## config.mk

```make
export PLATFORM = sky130hd
export DESIGN_NAME = pad_port_reader
export DESIGN_NICKNAME = d
export VERILOG_FILES = /design/src/rtl/pad_port_reader_pkg.sv /design/src/rtl/pad_port_reader_nibble_packer.sv /design/src/rtl/pad_port_reader.sv
export SDC_FILE = /design/constraint.sdc
export NUM_CORES = 1
export LEC_CHECK = 0
export ABC_AREA = 1
export CORE_ASPECT_RATIO = 1.2
export CORE_MARGIN = 2
export CORE_UTILIZATION = 49
export DETAILED_ROUTE_END_ITERATION = 8
export PLACE_DENSITY = 0.76
export SLEW_MARGIN = 20
export SYNTH_ARGS = -nofsm -noshare
export SYNTH_HDL_FRONTEND = slang
export SYNTH_HIERARCHICAL = 1
export SYNTH_SLANG_ARGS = --single-unit
```

## constraint.sdc

```tcl
create_clock -name CLK -period 2.2 [get_ports CLK]
set_input_delay 0.33 -clock CLK [delete_from_list [all_inputs] [get_ports CLK]]
set_output_delay 0.33 -clock CLK [all_outputs]
set_load 0.005 [all_outputs]
```

## src/rtl/pad_port_reader_pkg.sv

```systemverilog
// Shared SMPC port definitions: FSM states, transaction status codes and pin levels.
package pad_port_reader_pkg;

    typedef enum logic [2:0] {
        IDLE,
        D_DRIVE,
        D_SETTLE,
        H_HDR,
        H_TOGGLE,
        H_WAIT,
        FINISH
    } state_t;

    typedef enum logic [1:0] {
        ST_OK       = 2'b00,
        ST_TIMEOUT  = 2'b01,
        ST_OVERSIZE = 2'b10
    } status_t;

    localparam logic [7:0] ID_DIRECT = 8'h02;
    localparam logic [1:0] THTR_IDLE = 2'b11;
    localparam logic [6:0] DDR_VAL   = 7'h60;

    function automatic logic [6:0] pdro_of(input logic [1:0] thtr);
        return {thtr, 5'b0_0000};
    endfunction

endpackage

```

## src/rtl/pad_port_reader_nibble_packer.sv

```systemverilog
// Pairs hi/lo nibbles into bytes with a saturating 0-based index; strobe registered, 1 CE tick.
// Hi may be loaded on the same tick as lo, in which case the incoming hi is used directly.
module pad_nibble_packer (
    input  logic       CLK,
    input  logic       RST_N,
    input  logic       CE,
    input  logic       i_clr,
    input  logic       i_hi_ld,
    input  logic [3:0] i_hi,
    input  logic       i_lo_vld,
    input  logic [3:0] i_lo,
    output logic       o_vld,
    output logic [7:0] o_dat,
    output logic [3:0] o_idx
);
    logic [3:0] r_hi;
    logic [3:0] r_next_idx;
    logic       r_vld;
    logic [7:0] r_dat;
    logic [3:0] r_idx;
    logic [3:0] w_hi;

    assign w_hi = i_hi_ld ? i_hi : r_hi;

    always_ff @(posedge CLK or negedge RST_N) begin
        if (!RST_N) begin
            r_hi       <= 4'h0;
            r_next_idx <= 4'h0;
            r_vld      <= 1'b0;
            r_dat      <= 8'h00;
            r_idx      <= 4'h0;
        end else if (CE) begin
            r_vld <= i_lo_vld;
            if (i_hi_ld) begin
                r_hi <= i_hi;
            end
            if (i_clr) begin
                r_next_idx <= 4'h0;
            end else if (i_lo_vld) begin
                r_dat <= {w_hi, i_lo};
                r_idx <= r_next_idx;
                if (r_next_idx != 4'hF) begin
                    r_next_idx <= r_next_idx + 4'h1;
                end
            end
        end
    end

    assign o_vld = r_vld;
    assign o_dat = r_dat;
    assign o_idx = r_idx;

endmodule

```

## src/rtl/pad_port_reader.sv

```systemverilog
// Saturn port initiator: direct TH/TR scan (4*(SETTLE+1)+1 CE ticks) or TL-paced 3-wire handshake.
// No downstream backpressure; peripheral stalls are bounded by TIMEOUT CE ticks per TR edge.
module pad_port_reader
    import pad_port_reader_pkg::*;
#(
    parameter int SETTLE    = 4,
    parameter int TIMEOUT   = 255,
    parameter int MAX_BYTES = 15
) (
    input  logic       CLK,
    input  logic       RST_N,
    input  logic       CE,
    input  logic       START,
    input  logic       MODE,
    input  logic [6:0] PDRI,
    output logic [6:0] PDRO,
    output logic [6:0] DDR,
    output logic       BUSY,
    output logic [7:0] ID,
    output logic       OUT_VALID,
    output logic [7:0] OUT_DATA,
    output logic [3:0] OUT_IDX,
    output logic       DONE,
    output logic [1:0] STATUS
);
    localparam int CW = ($clog2(TIMEOUT + 1) > 8) ? $clog2(TIMEOUT + 1) : 8;
    localparam logic [CW-1:0] SETTLE_M1 = CW'(SETTLE - 1);
    localparam logic [CW-1:0] TO_M1     = CW'(TIMEOUT - 1);

    state_t        r_state, w_state_nx;
    logic [CW-1:0] r_cnt, w_cnt_nx;
    logic [1:0]    r_thtr, w_thtr_nx;
    logic [1:0]    r_phase, w_phase_nx;
    logic [5:0]    r_nib, w_nib_nx;
    logic [7:0]    r_id, w_id_nx;
    logic [1:0]    r_status, w_status_nx;
    logic          r_busy, w_busy_nx;
    logic          r_done, w_done_nx;
    logic [3:0]    r_n00, w_n00_nx;
    logic          w_clr, w_hi_ld, w_lo_vld;
    logic [3:0]    w_hi;
    logic [5:0]    w_k;
    logic [5:0]    w_last;
    logic          w_unused_pdri;

    assign w_unused_pdri = ^PDRI[6:5];
    assign w_k           = r_nib + 6'd1;
    // Final nibble index: two ID nibbles plus two per data byte.
    assign w_last        = 6'd2 + {1'b0, r_id[3:0], 1'b0};

    always_ff @(posedge CLK or negedge RST_N) begin
        if (!RST_N) begin
            r_state  <= IDLE;
            r_cnt    <= '0;
            r_thtr   <= THTR_IDLE;
            r_phase  <= 2'd0;
            r_nib    <= 6'd0;
            r_id     <= 8'h00;
            r_status <= ST_OK;
            r_busy   <= 1'b0;
            r_done   <= 1'b0;
            r_n00    <= 4'h0;
        end else if (CE) begin
            r_state  <= w_state_nx;
            r_cnt    <= w_cnt_nx;
            r_thtr   <= w_thtr_nx;
            r_phase  <= w_phase_nx;
            r_nib    <= w_nib_nx;
            r_id     <= w_id_nx;
            r_status <= w_status_nx;
            r_busy   <= w_busy_nx;
            r_done   <= w_done_nx;
            r_n00    <= w_n00_nx;
        end
    end

    always_comb begin
        w_state_nx  = r_state;
        w_cnt_nx    = r_cnt;
        w_thtr_nx   = r_thtr;
        w_phase_nx  = r_phase;
        w_nib_nx    = r_nib;
        w_id_nx     = r_id;
        w_status_nx = r_status;
        w_busy_nx   = r_busy;
        w_done_nx   = 1'b0;
        w_n00_nx    = r_n00;
        w_clr       = 1'b0;
        w_hi_ld     = 1'b0;
        w_hi        = PDRI[3:0];
        w_lo_vld    = 1'b0;
        case (r_state)
            IDLE: begin
                if (START) begin
                    w_busy_nx   = 1'b1;
                    w_clr       = 1'b1;
                    w_id_nx     = 8'h00;
                    w_status_nx = ST_OK;
                    w_cnt_nx    = '0;
                    w_nib_nx    = 6'd0;
                    w_phase_nx  = 2'd0;
                    if (MODE) begin
                        w_thtr_nx  = 2'b01;
                        w_state_nx = H_HDR;
                    end else begin
                        w_thtr_nx  = 2'b00;
                        w_state_nx = D_SETTLE;
                    end
                end
            end
            D_SETTLE: begin
                if (r_cnt == SETTLE_M1) w_state_nx = D_DRIVE;
                else                    w_cnt_nx   = r_cnt + 1'b1;
            end
            D_DRIVE: begin
                // byte0 = {n01,n10}, byte1 = {n00,n11}; n00 is parked until the last phase.
                case (r_phase)
                    2'd0:    w_n00_nx = PDRI[3:0];
                    2'd1:    w_hi_ld  = 1'b1;
                    2'd2:    w_lo_vld = 1'b1;
                    default: begin
                        w_hi_ld  = 1'b1;
                        w_hi     = r_n00;
                        w_lo_vld = 1'b1;
                    end
                endcase
                if (r_phase == 2'd3) begin
                    w_id_nx    = ID_DIRECT;
                    w_state_nx = FINISH;
                end else begin
                    w_phase_nx = r_phase + 2'd1;
                    w_thtr_nx  = r_phase + 2'd1;
                    w_cnt_nx   = '0;
                    w_state_nx = D_SETTLE;
                end
            end
            H_HDR: begin
                if (r_cnt == SETTLE_M1) w_state_nx = H_TOGGLE;
                else                    w_cnt_nx   = r_cnt + 1'b1;
            end
            H_TOGGLE: begin
                w_thtr_nx  = {r_thtr[1], ~r_thtr[0]};
                w_cnt_nx   = '0;
                w_state_nx = H_WAIT;
            end
            H_WAIT: begin
                if (PDRI[4] == r_thtr[0]) begin
                    w_nib_nx   = w_k;
                    w_state_nx = H_TOGGLE;
                    if (w_k == 6'd1) begin
                        w_id_nx[7:4] = PDRI[3:0];
                    end else if (w_k == 6'd2) begin
                        w_id_nx[3:0] = PDRI[3:0];
                        if (PDRI[3:0] == 4'h0) begin
                            w_state_nx = FINISH;
                        end else if (int'(PDRI[3:0]) > MAX_BYTES) begin
                            w_status_nx = ST_OVERSIZE;
                            w_state_nx  = FINISH;
                        end
                    end else begin
                        if (w_k[0]) w_hi_ld  = 1'b1;
                        else        w_lo_vld = 1'b1;
                        if (w_k == w_last) w_state_nx = FINISH;
                    end
                end else if (r_cnt >= TO_M1) begin
                    w_status_nx = ST_TIMEOUT;
                    w_state_nx  = FINISH;
                end else begin
                    w_cnt_nx = r_cnt + 1'b1;
                end
            end
            FINISH: begin
                w_thtr_nx  = THTR_IDLE;
                w_busy_nx  = 1'b0;
                w_done_nx  = 1'b1;
                w_state_nx = IDLE;
            end
            default: w_state_nx = IDLE;
        endcase
    end

    pad_nibble_packer u_packer (
        .CLK      (CLK),
        .RST_N    (RST_N),
        .CE       (CE),
        .i_clr    (w_clr),
        .i_hi_ld  (w_hi_ld),
        .i_hi     (w_hi),
        .i_lo_vld (w_lo_vld),
        .i_lo     (PDRI[3:0]),
        .o_vld    (OUT_VALID),
        .o_dat    (OUT_DATA),
        .o_idx    (OUT_IDX)
    );

    assign PDRO   = pdro_of(r_thtr);
    assign DDR    = DDR_VAL;
    assign BUSY   = r_busy;
    assign ID     = r_id;
    assign DONE   = r_done;
    assign STATUS = r_status;

endmodule

```

==> results.ini <==
[clock_network]
clock_latency_ns = 0.35
cts_root_buf = clkbuf_8
cts_num_sinks = 57
numCtsBuffers = 9
cts_tree = done
max-clock-path-buffers = 2
htreeDepth = 3
cts.clk_slew.worst_paths_ns = 0.07

[sta]
slew_headroom_pct = 64.8
whs_ns = 0.479
min_period_ns = 2.07
fmax_ghz = 0.483
hold_violations = 0
min_period_over_period_pct = 94.2
setup_viol = 0
tightest_slew_ns = 0.528
finalMaxSlewViolations = 0
worst_slack_ns = 0.128
skew_ns = 0.00877
setup_tns_ns = 0

[detailed_routing]
drc = 0
dr.pass1.iters = 5
viasPerCell = 5.01
wl_per_cell_um = 12.4
vias = 2979
drt_iter0_drc = 194
antenna_left = 0
wl_mm = 7.38

[logic_synthesis]
synth_cells = 447
synth_cell_types = 36
synth-seq-area-share_pct = 42.1
ys_warn_count = 6
synth_commonest_cells = nand2_1, dfrtp_1, inv_1
ys.flop_type = dfrtp_1
ys_seq_elements = 57
syn_area_per_cell_um2 = 7.59
synth_edf_count = 0
synth_top_area_share_pct = 40.6
yosysMostFrequentCell = nand2_1
synthTopCellsByArea = dfrtp_1, nand2_1, inv_1
synth_area_leader_cell = dfrtp_1
ys_async_sr_fraction_pct = 100
synthesis.area_um2 = 3390

[finish]
drive_gt1_share_pct = 14.6
fin_util_pct = 61.0
nFillCells = 609
area_growth_pct = 21.7
finalNetCount = 528
diodes = 0

[global_route]
grt_pass1_wl_mm = 12.7
first_global_vias = 2826
grt_overflow = 0
track_usage_pct = 21.6
antenna_found_initial = 0
grt_max_degree = 24

[worst_setup_path]
critPathMostFrequentCell = nand2_1
crit_arrival_ns = 2.31
crit_family = simple AND/OR/NAND/NOR gates
crit_path_max_incr_delay_ns = 0.45
required_ns = 2.43
path_class = flip-flop to flip-flop
startpoint_type = flip-flop
crit_chain = ha_4, nand3_1, nand2_1, nand2_1, nand3_2, or2_4, nand2_2, o22ai_4, buf_4, nand2_1, inv_1, nand2_2, nand2_1, nand2_1, nand2_1
worstPathMaxFanout = 5
path_buf_inv = 2
reg2reg_slack_ns = 0.13
cp-end-kind = flip-flop
cpMaxStageDelayCell = dfrtp_2

[floorplan]
die_h_um = 95.2
core_area_um2 = 6770
io-pin-count = 51
die_w_um = 80.0
start_util_pct = 50.1
rows = 33
dieArea_um2 = 7610

[pwr]
vdd.ir_drop.worst_mv = 0.718
power_density_nw_per_um2 = 1210
p_leak_uw = 0.00202

[placement]
io_buffer_count = 35
routabilityCongestion = 0.910
dp_hpwl_mm = 5.36
place_ws_ns = -0.0427

[hold_path]
worstHoldPathType = flip-flop to flip-flop

[job]
maxCapViolCount = 0

[run_status]
status = finished, final reports clean

report_power, final:
group	internal (uW)	switching [uW]
sequential	1430	341
combinational	1040	1240
clock	510	446
total	2970	2030
placed cells by master, fill, tap and decap left out, types with 5 or more instances in the layout:
master             n
a21oi_1           10
o21ai_0           30
inv_2              5
inv_1             44
nor2_1            33
buf_4             18
ha_1              11
clkbuf_8           9
nand2_1          138
nand4_1            8
nor3_1             5
nand2_2            8
clkdlybuf4s50_1   34
nand3_1           29
dfrtp_1           53
conb_1            13
metrics by stage:
stage | cell area (um^2) | cells | power, uW
6_report | 4130 | 595 | 5000
5_1_grt | 4130 | 595 | 5450
4_1_cts | 4080 | 595 | 4960
3_5_place_dp | 3870 | 579 | 3960
3_3_place_gp | 3870 | 579 | 3890
2_1_floorplan | 3430 | 458 | 3110
logic make-up after synthesis:
group | Yosys count | synth area share [%]
DFF | 57 | 42.1
xor gates and xnor gates | 4 | 1.03
buffers and inverters | 69 | 9.96
other | 2 | 0.221
and+or+nand+nor | 242 | 31.8
AOI/OAI and AO/OA | 61 | 10.5
adders and majority gates | 12 | 4.42
path summary, 6_finish.rpt:
check,startpoint,endpoint,cells past startpoint
setup / recovery,r_nib[0],u_packer/r_next_idx[0],15
hold / removal,u_packer/o_dat[0],u_packer/o_dat[0],2
setup reg to reg,r_nib[0],u_packer/r_next_idx[0],15
hold reg to reg,u_packer/o_dat[0],u_packer/o_dat[0],2
min in group asynchronous,RST_N,u_packer/o_dat[3],2
max in group asynchronous,RST_N,r_thtr[0],3
state kept, by name, summed over array words and instances (netlist names):
signal               flops
u_packer/o_vld           1
u_packer/o_dat           8
STATUS                   1
BUSY                     1
DONE                     1
r_nib                    6
r_state                  3
u_packer/r_next_idx      4
u_packer/r_hi            4
r_cnt                    8
u_packer/o_idx           4
r_thtr                   2
r_n00                    4
ID                       8
r_phase                  2
cell type report:
class	count	area, um^2	share of cell area [%]
clock buffer	9	124	3.00
clock inverter	6	60.1	1.45
inverter	50	190	4.60
multi-input combinational	332	1730	41.8
sequential	57	1430	34.7
tap	87	109	2.64
timing repair buffer	54	490	11.9
per-layer routing:
layer,GRT usage [%],vias to the layer above,routed length [um]
met5,0,-,0
met4,10.9,0,181
met2,35.5,64,3670
li1,-,1530,-
met1,27.3,1368,3280
met3,3.69,17,249
worst reg2reg max path: cells and delay by family, from the launching register on:
kind                       cells  cell delay [ns]
adders and majority gates      1             0.19
buffers and inverters          2             0.18
DFF                            1             0.45
and+or+nand+nor               11             1.05
AOI/OAI and AO/OA              1             0.09
repair_timing:
action                                  in CTS  in global routing
endpoints found under the hold margin       21                  0
hold buffers                                 1                  0
gates cloned                                 0                  0
gates resized for setup                      3                 11
endpoints found under the setup margin      19                 20
buffers inserted                             0                  0
pin swaps                                    0                  0
(Power assumes the default switching activity.)
